`config.mk`:
```
export PLATFORM = sky130hd
export DESIGN_NAME = iodelay_tune_flat
export DESIGN_NICKNAME = d
export VERILOG_FILES = /design/src/rtl/iodelay_tune_if.sv /design/src/rtl/iodelay_tune.sv /design/src/flat_wrapper.sv
export SDC_FILE = /design/constraint.sdc
export NUM_CORES = 1
export LEC_CHECK = 0
export BUFFER_PORTS_ARGS = -buffer_cell sky130_fd_sc_hd__buf_2
export CAP_MARGIN = 20
export CORE_AREA = 10 10 129 107
export DETAILED_ROUTE_END_ITERATION = 7
export DIE_AREA = 0 0 139 117
export SETUP_SLACK_MARGIN = 0.4
export SLEW_MARGIN = 10
export SYNTH_ARGS = -nofsm -noshare
export SYNTH_HDL_FRONTEND = slang
export SYNTH_SLANG_ARGS = --single-unit
```
`constraint.sdc`:
```
create_clock -name clk -period 4.3 [get_ports clk]
set_input_delay 0 -clock clk [delete_from_list [all_inputs] [get_ports clk]]
set_output_delay 0 -clock clk [all_outputs]
set_load 0.01 [all_outputs]
```
`src/rtl/iodelay_tune_if.sv`:
```
// Programming/observation bundle between the IO delay training controller
// and its user (start/pattern in, tap/strobe/status out, lane data loopback).
`timescale 1ns/1ps
interface iodelay_tune_if #(
    parameter int P_DATA_NBIT  = 8,
    parameter int P_DELAY_NBIT = 4
);
    localparam int NTAP = 2 ** P_DELAY_NBIT;

    // Handshake: in_start is a one-cycle request, accepted only while
    // out_busy is low; out_done is a level that stays high with
    // out_fail/out_pass_map/out_delay valid until the next accepted start.
    logic                    in_start;
    logic [P_DATA_NBIT-1:0]  in_pattern;
    logic [P_DATA_NBIT-1:0]  in_dio;
    logic [P_DELAY_NBIT-1:0] out_delay;
    logic                    out_delay_we;
    logic                    out_busy;
    logic                    out_done;
    logic                    out_fail;
    logic [NTAP-1:0]         out_pass_map;
    logic [3:0]              dbg_state;

    modport slave (
        input  in_start, in_pattern, in_dio,
        output out_delay, out_delay_we, out_busy, out_done, out_fail,
               out_pass_map, dbg_state
    );

    modport master (
        output in_start, in_pattern, in_dio,
        input  out_delay, out_delay_we, out_busy, out_done, out_fail,
               out_pass_map, dbg_state
    );
endinterface

```
`src/rtl/iodelay_tune.sv`:
```
// IO delay training controller: sweeps every tap, checks looped-back data
// against a training word, then programs the centre of the widest window.
`timescale 1ns/1ps
module iodelay_tune #(
    parameter int P_DATA_NBIT  = 8,
    parameter int P_DELAY_NBIT = 4,
    parameter int P_WE_HOLD    = 4,
    parameter int P_SETTLE     = 24,
    parameter int P_CHECK      = 64
) (
    input  logic           clk,
    input  logic           rst,
    iodelay_tune_if.slave  bus
);
    localparam int NTAP     = 2 ** P_DELAY_NBIT;
    localparam int M1       = (P_SETTLE > P_CHECK) ? P_SETTLE : P_CHECK;
    localparam int M2       = (M1 > P_WE_HOLD + 1) ? M1 : P_WE_HOLD + 1;
    localparam int CNT_NBIT = $clog2(M2 + 1);
    localparam int LEN_NBIT = P_DELAY_NBIT + 1;

    typedef enum logic [3:0] {
        S_IDLE, S_LOAD, S_WRITE, S_SETTLE, S_CHECK,
        S_NEXT, S_EVAL, S_APPLY, S_APPLY_WAIT, S_DONE
    } state_t;

    state_t                  state_q, state_d;
    logic [P_DELAY_NBIT-1:0] tap_q, tap_d;
    logic [CNT_NBIT-1:0]     cnt_q, cnt_d;
    logic [P_DATA_NBIT-1:0]  pattern_q, pattern_d;
    logic [NTAP-1:0]         map_q, map_d;
    logic                    pass_q, pass_d;
    logic [P_DELAY_NBIT-1:0] delay_q, delay_d;
    logic                    we_q, we_d;
    logic                    busy_q, busy_d;
    logic                    done_q, done_d;
    logic                    fail_q, fail_d;
    logic [P_DELAY_NBIT-1:0] run_start_q, run_start_d;
    logic [LEN_NBIT-1:0]     run_len_q, run_len_d;
    logic [P_DELAY_NBIT-1:0] best_start_q, best_start_d;
    logic [LEN_NBIT-1:0]     best_len_q, best_len_d;

    logic [LEN_NBIT-1:0]     new_len;
    logic [P_DELAY_NBIT-1:0] new_start;
    logic [LEN_NBIT-1:0]     best_tap;

    // State register; reset aborts a sweep at once and drops all outputs
    always_ff @(posedge clk or posedge rst) begin
        if (rst) begin
            state_q      <= S_IDLE;
            tap_q        <= '0;
            cnt_q        <= '0;
            pattern_q    <= '0;
            map_q        <= '0;
            pass_q       <= 1'b0;
            delay_q      <= '0;
            we_q         <= 1'b0;
            busy_q       <= 1'b0;
            done_q       <= 1'b0;
            fail_q       <= 1'b0;
            run_start_q  <= '0;
            run_len_q    <= '0;
            best_start_q <= '0;
            best_len_q   <= '0;
        end else begin
            state_q      <= state_d;
            tap_q        <= tap_d;
            cnt_q        <= cnt_d;
            pattern_q    <= pattern_d;
            map_q        <= map_d;
            pass_q       <= pass_d;
            delay_q      <= delay_d;
            we_q         <= we_d;
            busy_q       <= busy_d;
            done_q       <= done_d;
            fail_q       <= fail_d;
            run_start_q  <= run_start_d;
            run_len_q    <= run_len_d;
            best_start_q <= best_start_d;
            best_len_q   <= best_len_d;
        end
    end

    // Next-state logic: sweep, window scan, and final programming of the best tap
    always_comb begin
        state_d      = state_q;
        tap_d        = tap_q;
        cnt_d        = cnt_q;
        pattern_d    = pattern_q;
        map_d        = map_q;
        pass_d       = pass_q;
        delay_d      = delay_q;
        busy_d       = busy_q;
        done_d       = done_q;
        fail_d       = fail_q;
        run_start_d  = run_start_q;
        run_len_d    = run_len_q;
        best_start_d = best_start_q;
        best_len_d   = best_len_q;
        new_len      = '0;
        new_start    = '0;
        best_tap     = '0;

        case (state_q)
            S_IDLE, S_DONE: begin
                if (bus.in_start) begin
                    pattern_d = bus.in_pattern;
                    map_d     = '0;
                    tap_d     = '0;
                    delay_d   = '0;
                    done_d    = 1'b0;
                    fail_d    = 1'b0;
                    busy_d    = 1'b1;
                    state_d   = S_LOAD;
                end
            end
            // out_delay already carries the tap here; the strobe follows a cycle later
            S_LOAD: begin
                cnt_d   = CNT_NBIT'(P_WE_HOLD - 1);
                state_d = S_WRITE;
            end
            S_WRITE: begin
                if (cnt_q == '0) begin
                    cnt_d   = CNT_NBIT'(P_SETTLE - 1);
                    state_d = S_SETTLE;
                end else begin
                    cnt_d = cnt_q - CNT_NBIT'(1);
                end
            end
            S_SETTLE: begin
                if (cnt_q == '0) begin
                    cnt_d   = CNT_NBIT'(P_CHECK - 1);
                    pass_d  = 1'b1;
                    state_d = S_CHECK;
                end else begin
                    cnt_d = cnt_q - CNT_NBIT'(1);
                end
            end
            // Full-length compare: a single bad sample fails the tap, no early exit
            S_CHECK: begin
                if (bus.in_dio != pattern_q) begin
                    pass_d = 1'b0;
                end
                if (cnt_q == '0) begin
                    state_d = S_NEXT;
                end else begin
                    cnt_d = cnt_q - CNT_NBIT'(1);
                end
            end
            S_NEXT: begin
                map_d[tap_q] = pass_q;
                if (tap_q == P_DELAY_NBIT'(NTAP - 1)) begin
                    tap_d        = '0;
                    run_start_d  = '0;
                    run_len_d    = '0;
                    best_start_d = '0;
                    best_len_d   = '0;
                    state_d      = S_EVAL;
                end else begin
                    tap_d   = tap_q + P_DELAY_NBIT'(1);
                    delay_d = tap_q + P_DELAY_NBIT'(1);
                    state_d = S_LOAD;
                end
            end
            // One map bit per cycle; strict '>' keeps the lower start on ties
            S_EVAL: begin
                if (map_q[tap_q]) begin
                    new_len     = run_len_q + LEN_NBIT'(1);
                    new_start   = (run_len_q == '0) ? tap_q : run_start_q;
                    run_len_d   = new_len;
                    run_start_d = new_start;
                    if (new_len > best_len_q) begin
                        best_len_d   = new_len;
                        best_start_d = new_start;
                    end
                end else begin
                    run_len_d = '0;
                end
                if (tap_q == P_DELAY_NBIT'(NTAP - 1)) begin
                    if (best_len_d == '0) begin
                        fail_d   = 1'b1;
                        best_tap = '0;
                    end else begin
                        best_tap = {1'b0, best_start_d} + ((best_len_d - LEN_NBIT'(1)) >> 1);
                    end
                    delay_d = best_tap[P_DELAY_NBIT-1:0];
                    cnt_d   = CNT_NBIT'(P_WE_HOLD);
                    state_d = S_APPLY;
                end else begin
                    tap_d = tap_q + P_DELAY_NBIT'(1);
                end
            end
            // First APPLY cycle is the setup cycle, the remaining P_WE_HOLD strobe
            S_APPLY: begin
                if (cnt_q == '0) begin
                    cnt_d   = CNT_NBIT'(P_SETTLE - 1);
                    state_d = S_APPLY_WAIT;
                end else begin
                    cnt_d = cnt_q - CNT_NBIT'(1);
                end
            end
            S_APPLY_WAIT: begin
                if (cnt_q == '0) begin
                    busy_d  = 1'b0;
                    done_d  = 1'b1;
                    state_d = S_DONE;
                end else begin
                    cnt_d = cnt_q - CNT_NBIT'(1);
                end
            end
            default: state_d = S_IDLE;
        endcase

        // Strobe is registered so it is glitch-free towards the delay line
        we_d = (state_d == S_WRITE) ||
               ((state_d == S_APPLY) && (cnt_d != CNT_NBIT'(P_WE_HOLD)));
    end

    assign bus.out_delay    = delay_q;
    assign bus.out_delay_we = we_q;
    assign bus.out_busy     = busy_q;
    assign bus.out_done     = done_q;
    assign bus.out_fail     = fail_q;
    assign bus.out_pass_map = map_q;
    assign bus.dbg_state    = state_q;
endmodule
```
`src/flat_wrapper.sv`:
```
// flat-port wrapper written by rule: the top's interface ports become plain ports
module iodelay_tune_flat 
#(
    parameter int P_DATA_NBIT  = 8,
    parameter int P_DELAY_NBIT = 4,
    parameter int P_WE_HOLD    = 4,
    parameter int P_SETTLE     = 24,
    parameter int P_CHECK      = 64
)
  (clk, rst, bus_in_start, bus_in_pattern, bus_in_dio, bus_out_delay, bus_out_delay_we, bus_out_busy, bus_out_done, bus_out_fail, bus_out_pass_map, bus_dbg_state);
  iodelay_tune_if #(.P_DATA_NBIT(P_DATA_NBIT), .P_DELAY_NBIT(P_DELAY_NBIT)) bus_i ();
  input  logic clk;
  input  logic rst;
  input wire logic [$bits(bus_i.in_start)-1:0] bus_in_start;
  input wire logic [$bits(bus_i.in_pattern)-1:0] bus_in_pattern;
  input wire logic [$bits(bus_i.in_dio)-1:0] bus_in_dio;
  output wire logic [$bits(bus_i.out_delay)-1:0] bus_out_delay;
  output wire logic [$bits(bus_i.out_delay_we)-1:0] bus_out_delay_we;
  output wire logic [$bits(bus_i.out_busy)-1:0] bus_out_busy;
  output wire logic [$bits(bus_i.out_done)-1:0] bus_out_done;
  output wire logic [$bits(bus_i.out_fail)-1:0] bus_out_fail;
  output wire logic [$bits(bus_i.out_pass_map)-1:0] bus_out_pass_map;
  output wire logic [$bits(bus_i.dbg_state)-1:0] bus_dbg_state;
  assign bus_i.in_start = bus_in_start;
  assign bus_i.in_pattern = bus_in_pattern;
  assign bus_i.in_dio = bus_in_dio;
  assign bus_out_delay = bus_i.out_delay;
  assign bus_out_delay_we = bus_i.out_delay_we;
  assign bus_out_busy = bus_i.out_busy;
  assign bus_out_done = bus_i.out_done;
  assign bus_out_fail = bus_i.out_fail;
  assign bus_out_pass_map = bus_i.out_pass_map;
  assign bus_dbg_state = bus_i.dbg_state;
  iodelay_tune #(.P_DATA_NBIT(P_DATA_NBIT), .P_DELAY_NBIT(P_DELAY_NBIT), .P_WE_HOLD(P_WE_HOLD), .P_SETTLE(P_SETTLE), .P_CHECK(P_CHECK)) u_core (.clk(clk), .rst(rst), .bus(bus_i));
endmodule
```
Word level (Yosys, flattened, before mapping) --
Index checks and enable logic that the tools add are counted.
Storage, ports and cells: latch bits 0, bits in read-only memories 0, output and inout bits 28, bits in writable memories 0, register bits 66, input bits 19, memories kept 0, word-level logic and storage cells 126
Operators by class: multipliers 0, multiplexer cells 54, add/sub/neg operators 5, eq/ne operators 24, $lt $le $gt $ge 3, reductions and logical operators 25, bitwise operators 0, shift operators 0, divide/modulo/power cells 0
Operators by type and width (number):
- two-way mux 4 bit | 18
- one-hot mux 4 bit (9 select lines) | 1
- one-hot mux 7 bit (5 select lines) | 1
- one-hot mux 16 bit (2 select lines) | 1
- two-way mux 7 bit | 4
- two-way mux 5 bit | 5
- one-hot mux 4 bit (3 select lines) | 2
- == test 4 x 3 -> 1 bit (second input constant) | 5
- one-hot mux 5 bit (2 select lines) | 2
- bitwise mux 16 bit | 1
- two-way mux 16 bit | 1
- one-hot mux 4 bit (2 select lines) | 2
- inequality test 2 x 1 -> 1 bit (second input constant) | 7
- == test 4 x 2 -> 1 bit (second input constant) | 3
- == test 4 bit (second input constant) | 3
- AND reduction 3 bit | 4
- logical NOT 5 bit | 2
- nonzero test 2 bit | 5
- two-way mux 1 bit | 9
- inequality test 8 bit | 1
- one-hot mux 1 bit (2 select lines) | 4
- AND reduction 4 bit | 2
- logical NOT 7 bit | 1
- inequality test 7 x 3 -> 1 bit (second input constant) | 1
- other kinds (19) | 26

Longest topological paths before layout --
Gate-level depths: netlist of the first run.
word-level depth 10, mapped depth 19, depth with buffers taken out 19

Worst setup path after synthesis of the first run --
No wires, ideal clock.
path kind flip-flop to flip-flop, start register u_core.run_len_q[0], end register u_core.delay_q[3] (netlist: u_core.bus.out_delay[3]), data required time 4177 ps, library setup time 123 ps, setup slack 556 ps, cell stages (with the launch flop) 20, arrival time 3622 ps, clock period less this slack 3744 ps, path buffers 0, cell sequence dfrtp_1 > ha_1 > nand3_1 > xnor2_1 > ha_1 > and3_1 > o21ai_0 > nand3_1 > nand3_2 > mux2i_1 > ha_1 > xnor2_1 > ha_1 > a21o_1 > a21oi_1 > xnor2_1 > nor2_1 > mux2i_1 > o31ai_1 > o2bb2ai_1
On the way: word-level cells in the longest chain between the ends 10, elaborated cells between the ends (all ways) 16, classes of those cells add/sub (3); order compare (1); mux (10); reduce/logical (2)
Ends and longest elaborated chain:
- from (decl) | RTL line iodelay_tune.sv:38 | logic [LEN_NBIT-1:0] run_len_q, run_len_d;
- from (signal assigned) | RTL line iodelay_tune.sv:77 | run_len_q <= run_len_d;
- adder 5 x 1 -> 5 bit | RTL line iodelay_tune.sv:167 | new_len = run_len_q + LEN_NBIT'(1);
- > comparator 5 bit | RTL line iodelay_tune.sv:171 | if (new_len > best_len_q) begin
- two-way mux 5 bit | RTL line iodelay_tune.sv:171
- two-way mux 5 bit | RTL line iodelay_tune.sv:166 | if (map_q[tap_q]) begin
- two-way mux 5 bit | RTL line iodelay_tune.sv:103 | case (state_q)
- subtractor 5 x 1 -> 5 bit | RTL line iodelay_tune.sv:183 | best_tap = {1'b0, best_start_d} + ((best_len_d - LEN_NBIT'(1)) >> 1);
- adder 4 bit | RTL line iodelay_tune.sv:183
- two-way mux 4 bit * | RTL line iodelay_tune.sv:179 | if (best_len_d == '0) begin
- two-way mux 4 bit * | RTL line iodelay_tune.sv:178 | if (tap_q == P_DELAY_NBIT'(NTAP - 1)) begin
- one-hot mux 4 bit (3 select lines) * | RTL line iodelay_tune.sv:103
- to (signal assigned) | RTL line iodelay_tune.sv:71 | delay_q <= delay_d;
- to (decl) | RTL line iodelay_tune.sv:32 | logic [P_DELAY_NBIT-1:0] delay_q, delay_d;
Every way passes the cells marked *; elsewhere a longest branch is shown, timed or not. The select of a mux whose other input is x is not followed. A chain may end at the register's enable or synchronous reset.

Final worst setup path of the first run --
start register u_core.run_len_q[1], end register u_core.delay_q[3] (netlist: u_core.bus.out_delay[3])
The elaborated chain is that of the path after synthesis.

==> impl_metrics.csv, run 1 <==
group,metric,value,unit
final_layout,final_cells,695,
clock_network,cts_tree,"done",
worst_setup_path,critPathKind,"flip-flop to flip-flop",
global_routing,grt_first_pass_wirelength,19780,um
place,dp.final_hpwl,8486,um
final_layout,area_growth,23.41,%
place,dp.cells,660,
global_routing,grt_max_degree,49,
route,dr.pass1.iters,5,
timing,setup_violations,0,
global_routing,grtUsageTotal,14.68,%
flow_run,max_cap_viol_count,0,
route,vias_per_cell,5.675,
synthesis,yosys_most_used_dff,"dfrtp_1",
route,post_drt_wl_per_cell,17.54,um
worst_setup_path,r2r-start,"u_core.run_len_q[1]",
route,routed-via-count,3944,
place,io_buffers,46,
timing,rsz0062_at_grt,"false",
global_routing,antenna_found_initial,0,
route,drcViolationCount,0,
floorplanning,die_h,117,um
synthesis,async_flop_share,100.0,%
clock_network,clock_path_buffers,2,
final_layout,multi_input_area,2564,um^2
timing,fin_skew,0.006775,ns
timing,finalSetupTns,0,ns
worst_setup_path,end_kind,"flip-flop",
clock_network,h-tree-depth,3,
synthesis,synth-edff-count,0,
synthesis,synth-seq-cells,66,
worst_setup_path,cp-startpoint,"u_core.run_len_q[1]",
place,globalplace.congestion,0.9123,
power,cellLeakagePower,0.002385,uW
route,first_iter_violations,322,
worst_setup_path,cp_max_fo,5,
timing,relSlewSlack,45.54,%
outcome,status,"complete, no violations",
final_layout,num-nets-final,580,
timing,period_minus_slack,3.751,ns
final_layout,post_route_cells_drive_above_1_share,24.31,%
worst_setup_path,required,4.55,ns
timing,fmax,266.6,MHz
synthesis,yosysMostFrequentCell,"o21ai_0",
synthesis,synthTopCellsByArea,"dfrtp_1 39%, o21ai_0 7.9%, ha_1 5.0%",
final_layout,n_antenna_cell,0,
synthesis,ys_types,65,
global_routing,grt_overflow,0,
synthesis,synth_seq_area_share,38.53,%
floorplanning,start_util,37.94,%
floorplanning,io_pins,47,
timing,tightest_slew,0.8148,ns
power,power.total,3732,uW
global_routing,grt_pass1_vias,3796,
worst_setup_path,cp.arrival,4.00,ns
power,p_per_area,705.4,nW/um^2
timing,hold_viol,0,
final_layout,fillCellCount,1080,
route,routed_wl,12190,um
clock_network,cts-root-buf,"clkbuf_16",
synthesis,yosysTopAreaCell,"dfrtp_1",
final_layout,final_util,46.82,%
synthesis,syn_nets,517,
floorplanning,num_rows,35,
floorplanning,die_w,139,um
floorplanning,core,11300,um^2
synthesis,synthDominantCellAreaShare,38.53,%
timing,slew_viol_final,0,
worst_setup_path,start_kind,"flip-flop",
hold_path,hold_start,"bus_in_start",
hold_path,hold_path.class,"primary input to flip-flop",
clock_network,clock-sinks,66,
route,ant_nets,0,
clock_network,insertion_delay,0.33,ns
synthesis,ys_top_cells_by_count,"68 x o21ai_0, 66 x dfrtp_1, 54 x nand2_1, 30 x a21oi_1, 26 x nor2_1",
clock_network,clkTransAtPathRegs,0.06,ns
clock_network,cts_buffers,9,
power,peakVddDrop,0.3022,mV
synthesis,syn_area_per_cell,8.930,um^2
floorplanning,die_area,16260,um^2
timing,fin_crit_sh,87.23,%
synthesis,netlist_area,4287,um^2
synthesis,syn_inst,480,
synthesis,ys.warnings.count,0,
timing,fin_ws,0.5489,ns
place,preCtsSetupSlack,0.1658,ns
final_layout,layout.area.seq,1657,um^2
metal layers:
layer / GRT usage (%) / routed length, um / part of all wire (%) / vias up
met1: 20.39 / 5874 / 48 / 1939
li1: - / - / - / 1841
met3: 3.669 / 731 / 6.0 / 18
met5: 0 / 0 / 0 / -
met2: 21.85 / 5401 / 44 / 146
met4: 4.719 / 182 / 1.5 / 0
worst max-delay path, cell delays in order (launching register included):
cell and delay, ns:
dfrtp_2 0.44, buf_4 0.15, inv_1 0.09, ha_4 0.22
ha_1 0.29, nor2b_1 0.15, o21ai_2 0.12, nand3_2 0.12
nand3_4 0.18, mux2i_4 0.32, ha_4 0.20, xnor2_4 0.12
ha_1 0.24, a21o_1 0.20, a21oi_4 0.17, xnor2_1 0.08
nor2_1 0.12, mux2i_1 0.08, o31ai_1 0.22, o2bb2ai_1 0.15
sequential cells by signal (all words and copies together) (netlist names):
register and cells:
u_core.best_len_q 5, u_core.best_start_q 4, u_core.bus.dbg_state 4, u_core.bus.out_busy 1, u_core.bus.out_delay 4, u_core.bus.out_delay_we 1, u_core.bus.out_done 1, u_core.bus.out_fail 1
u_core.bus.out_pass_map 16, u_core.cnt_q 7, u_core.pass_q 1, u_core.pattern_q 8, u_core.run_len_q 5, u_core.run_start_q 4, u_core.tap_q 4
final timing paths:
path                            slack, ns  depth (start not counted)                       to
min in group asynchronous            0.20                          3      u_core.pattern_q[1]
max in group asynchronous            3.10                          4      u_core.run_len_q[0]
worst max register to register       0.55                         19  u_core.bus.out_delay[3]
worst max-delay path                 0.55                         19  u_core.bus.out_delay[3]
worst min register to register       0.48                          2      u_core.bus.out_done
worst min-delay path                 0.04                          3      u_core.bus.out_busy
cells in the final DEF, fill, tap and decap left out, types with 4 or more instances in the layout:
| cell | count |
|---|---|
| xor2_1 | 10 |
| ha_1 | 14 |
| o2bb2ai_1 | 5 |
| nand2_1 | 54 |
| a31oi_1 | 6 |
| nor2b_1 | 6 |
| o21ai_0 | 66 |
| buf_2 | 46 |
| dlygate4sd3_1 | 9 |
| inv_1 | 23 |
| nor2_1 | 26 |
| a21oi_1 | 29 |
| nand3_1 | 22 |
| nor3_1 | 6 |
| xnor2_1 | 8 |
| mux2_2 | 8 |
| dfrtp_2 | 4 |
| nand2b_1 | 10 |
| inv_2 | 4 |
| dfrtp_1 | 62 |
| clkbuf_16 | 9 |
| buf_4 | 21 |
| mux4_2 | 4 |
| nor4_1 | 4 |
| mux2i_1 | 8 |
layout make-up:
class / count / area share, %
clock inverter: 2 / 0.6623
multi-input combinational: 363 / 48.46
sequential: 66 / 31.32
timing repair buffer: 76 / 9.035
inverter: 27 / 1.916
tap: 148 / 3.500
clock buffer: 13 / 5.109
kinds of logic (layout without fill, tap and decap cells):
logic type                 after synthesis  count (layout)  share of synthesized area [%]
muxes                                   24              24                          7.122
xor gates and xnor gates                22              22                          4.495
and+or+nand+nor                        154             154                          18.18
adders and majority gates               19              19                          5.663
AOI/OAI and AO/OA                      144             144                          20.08
DFF                                     66              66                          38.53
buffers and inverters                   51             118                          5.925
per-stage QoR:
step                      hold WS [ns]  area [um^2]
after global routing           0.04099         5290
final                          0.03707         5290
after CTS                      0.02382         5090
after global placement        0.005554         4624
after floorplan                 0.1506         4287
after detailed placement       0.01650         4624
what timing repair did:
item | 4_1_cts | 5_1_grt
resized for setup | 11 | 23
setup endpoints to repair | 1 | 4
endpoints found under the hold margin | 26 | 0
pin swaps | 3 | 15
setup buffers | 2 | 9
hold buffers | 9 | 0
power by group:
part / total (uW) / switching [uW] / leakage (uW) / internal [uW]
registers: 1060 / 237 / 0.000861 / 823
clock network: 756 / 264 / 0.000152 / 492
logic: 1920 / 1090 / 0.00137 / 830
total: 3730 / 1590 / 0.00238 / 2150
(Power assumes the default switching activity.)
==> run 2: changes to the inputs <==
Settings changed: CORE_AREA 10 10 129 107 to 2 2 121 99, DIE_AREA 0 0 139 117 to 0 0 123 101, SETUP_SLACK_MARGIN 0.4 to not set.
==> impl_metrics.csv, run 2 (synthesized netlist as in run 1, its figures left out) <==
group,metric,value,unit
global_routing,grt_max_degree,67,
clock_network,cts_buffers,9,
floorplanning,die_w,123,um
place,io_buffers,46,
clock_network,cts_tree,"done",
timing,finalSetupTns,0,ns
power,power.total,3692,uW
worst_setup_path,cp_max_fo,5,
floorplanning,die_h,101,um
timing,hold_viol,0,
floorplanning,start_util,37.94,%
route,routed_wl,11280,um
power,cellLeakagePower,0.002348,uW
flow_run,max_cap_viol_count,0,
route,drcViolationCount,0,
global_routing,grt_first_pass_wirelength,19000,um
timing,tightest_slew,0.8510,ns
floorplanning,core,11300,um^2
place,globalplace.congestion,0.9089,
route,vias_per_cell,5.618,
global_routing,grt_pass1_vias,3737,
route,first_iter_violations,225,
route,routed-via-count,3843,
worst_setup_path,required,4.52,ns
final_layout,layout.area.seq,1653,um^2
final_layout,fillCellCount,1066,
timing,period_minus_slack,3.946,ns
final_layout,post_route_cells_drive_above_1_share,20.15,%
timing,relSlewSlack,43.26,%
route,post_drt_wl_per_cell,16.49,um
global_routing,antenna_found_initial,0,
clock_network,clock_path_buffers,2,
timing,fin_crit_sh,91.76,%
timing,slew_viol_final,0,
worst_setup_path,critPathKind,"flip-flop to flip-flop",
global_routing,grt_overflow,0,
final_layout,largest_reg_flops,16,
floorplanning,io_pins,47,
clock_network,h-tree-depth,3,
route,ant_nets,0,
global_routing,grtUsageTotal,19.59,%
final_layout,final_util,45.18,%
timing,rsz0062_at_grt,"false",
clock_network,clock-sinks,66,
worst_setup_path,cp.arrival,4.16,ns
outcome,status,"complete, no violations",
power,peakVddDrop,0.3272,mV
timing,fmax,253.4,MHz
power,p_per_area,723.2,nW/um^2
clock_network,clkTransAtPathRegs,0.05,ns
clock_network,cts-root-buf,"clkbuf_16",
place,dp.final_hpwl,7956,um
hold_path,hold_path.class,"primary input to flip-flop",
final_layout,area_growth,19.09,%
timing,setup_violations,0,
final_layout,n_antenna_cell,0,
timing,fin_skew,0.009840,ns
final_layout,num-nets-final,569,
route,dr.pass1.iters,5,
final_layout,mostFrequentLayoutCell,"o21ai_0",
final_layout,mostFrequentLayoutCells,"68 x o21ai_0, 65 x dfrtp_1, 54 x nand2_1",
floorplanning,num_rows,35,
floorplanning,die_area,12420,um^2
final_layout,multi_input_area,2415,um^2
clock_network,insertion_delay,0.34,ns
worst_setup_path,start_kind,"flip-flop",
worst_setup_path,end_kind,"flip-flop",
-- run 2: cell types whose count changed in the layout (fill, tap and decap cells not counted), moves of 3 or more --
cell,previous run,this run
buf_4,21,10
bufinv_16,1,4
clkbuf_8,3,0
dfrtp_1,62,65
dfrtp_2,4,1
ha_4,3,0
mux2i_4,3,0
-- run 2: final timing paths --
path	start	endpoint	depth (start not counted)	slack, ns
max reg2reg	u_core.run_len_q[1]	u_core.bus.out_delay[3]	19	0.35
min	bus_in_start	u_core.bus.out_busy	3	0.04
min in group asynchronous	rst	u_core.pattern_q[3]	4	0.46
max	u_core.run_len_q[1]	u_core.bus.out_delay[3]	19	0.35
min reg2reg	u_core.bus.out_done	u_core.bus.out_done	2	0.48
max in group asynchronous	rst	u_core.run_len_q[0]	4	3.23
-- run 2: timing repair --
item | 4_1_cts | 5_1_grt
hold endpoints to repair | 74 | 0
setup endpoints to repair | 0 | 2
hold buffers | 9 | 0
setup buffers | 0 | 2
resized for setup | 0 | 8
-- run 2: through the flow --
step | instances | cell area [um^2] | setup WS, ns | hold slack, ns
floorplan | 480 | 4287 | 0.5555 | 0.1506
global route | 684 | 5105 | 0.03446 | 0.05258
finish | 684 | 5105 | 0.3542 | 0.03553
detailed placement | 658 | 4609 | 0.04837 | 0.2408
global placement | 658 | 4609 | 0.2889 | 0.2336
CTS | 682 | 5055 | 0.01194 | 0.02363
-- run 2: power by group --
part	internal [uW]	leakage (uW)	switching, uW
Combinational	725	0.00131	1000
Clock	619	0.000175	276
Sequential	821	0.000865	250
-- run 2: cell type report --
type                            count  share of cell area, %
Inverter                           27                  1.985
Tap cell                          148                  3.627
Sequential cell                    66                  32.38
Multi-Input combinational cell    363                  47.30
Timing Repair Buffer               65                  7.745
Clock inverter                      6                  2.549
Clock buffer                        9                  4.412
-- run 2: layer usage --
metal  vias to the layer above  share of wire (%)  track usage (%)
li1                       1806                  -                -
met1                      1865                 49            28.07
met2                       151                 43            28.69
met3                        21                6.5            5.260
met4                         0                1.6            6.294
met5                         -                  0                0
-- run 2: worst max-delay path, cell delays in order (launching register included) --
cell and delay (ns):
dfrtp_1 0.40, ha_2 0.23, nand3_1 0.14, xnor2_2 0.18, ha_1 0.32, and3_1 0.20, o21ai_0 0.10, nand3_2 0.15
nand3_4 0.16, mux2i_2 0.28, ha_1 0.22, xnor2_1 0.19, ha_1 0.29, a21o_1 0.17, a21oi_2 0.22, xnor2_1 0.14
nor2_1 0.05, mux2i_1 0.16, o31ai_1 0.08, o2bb2ai_1 0.14
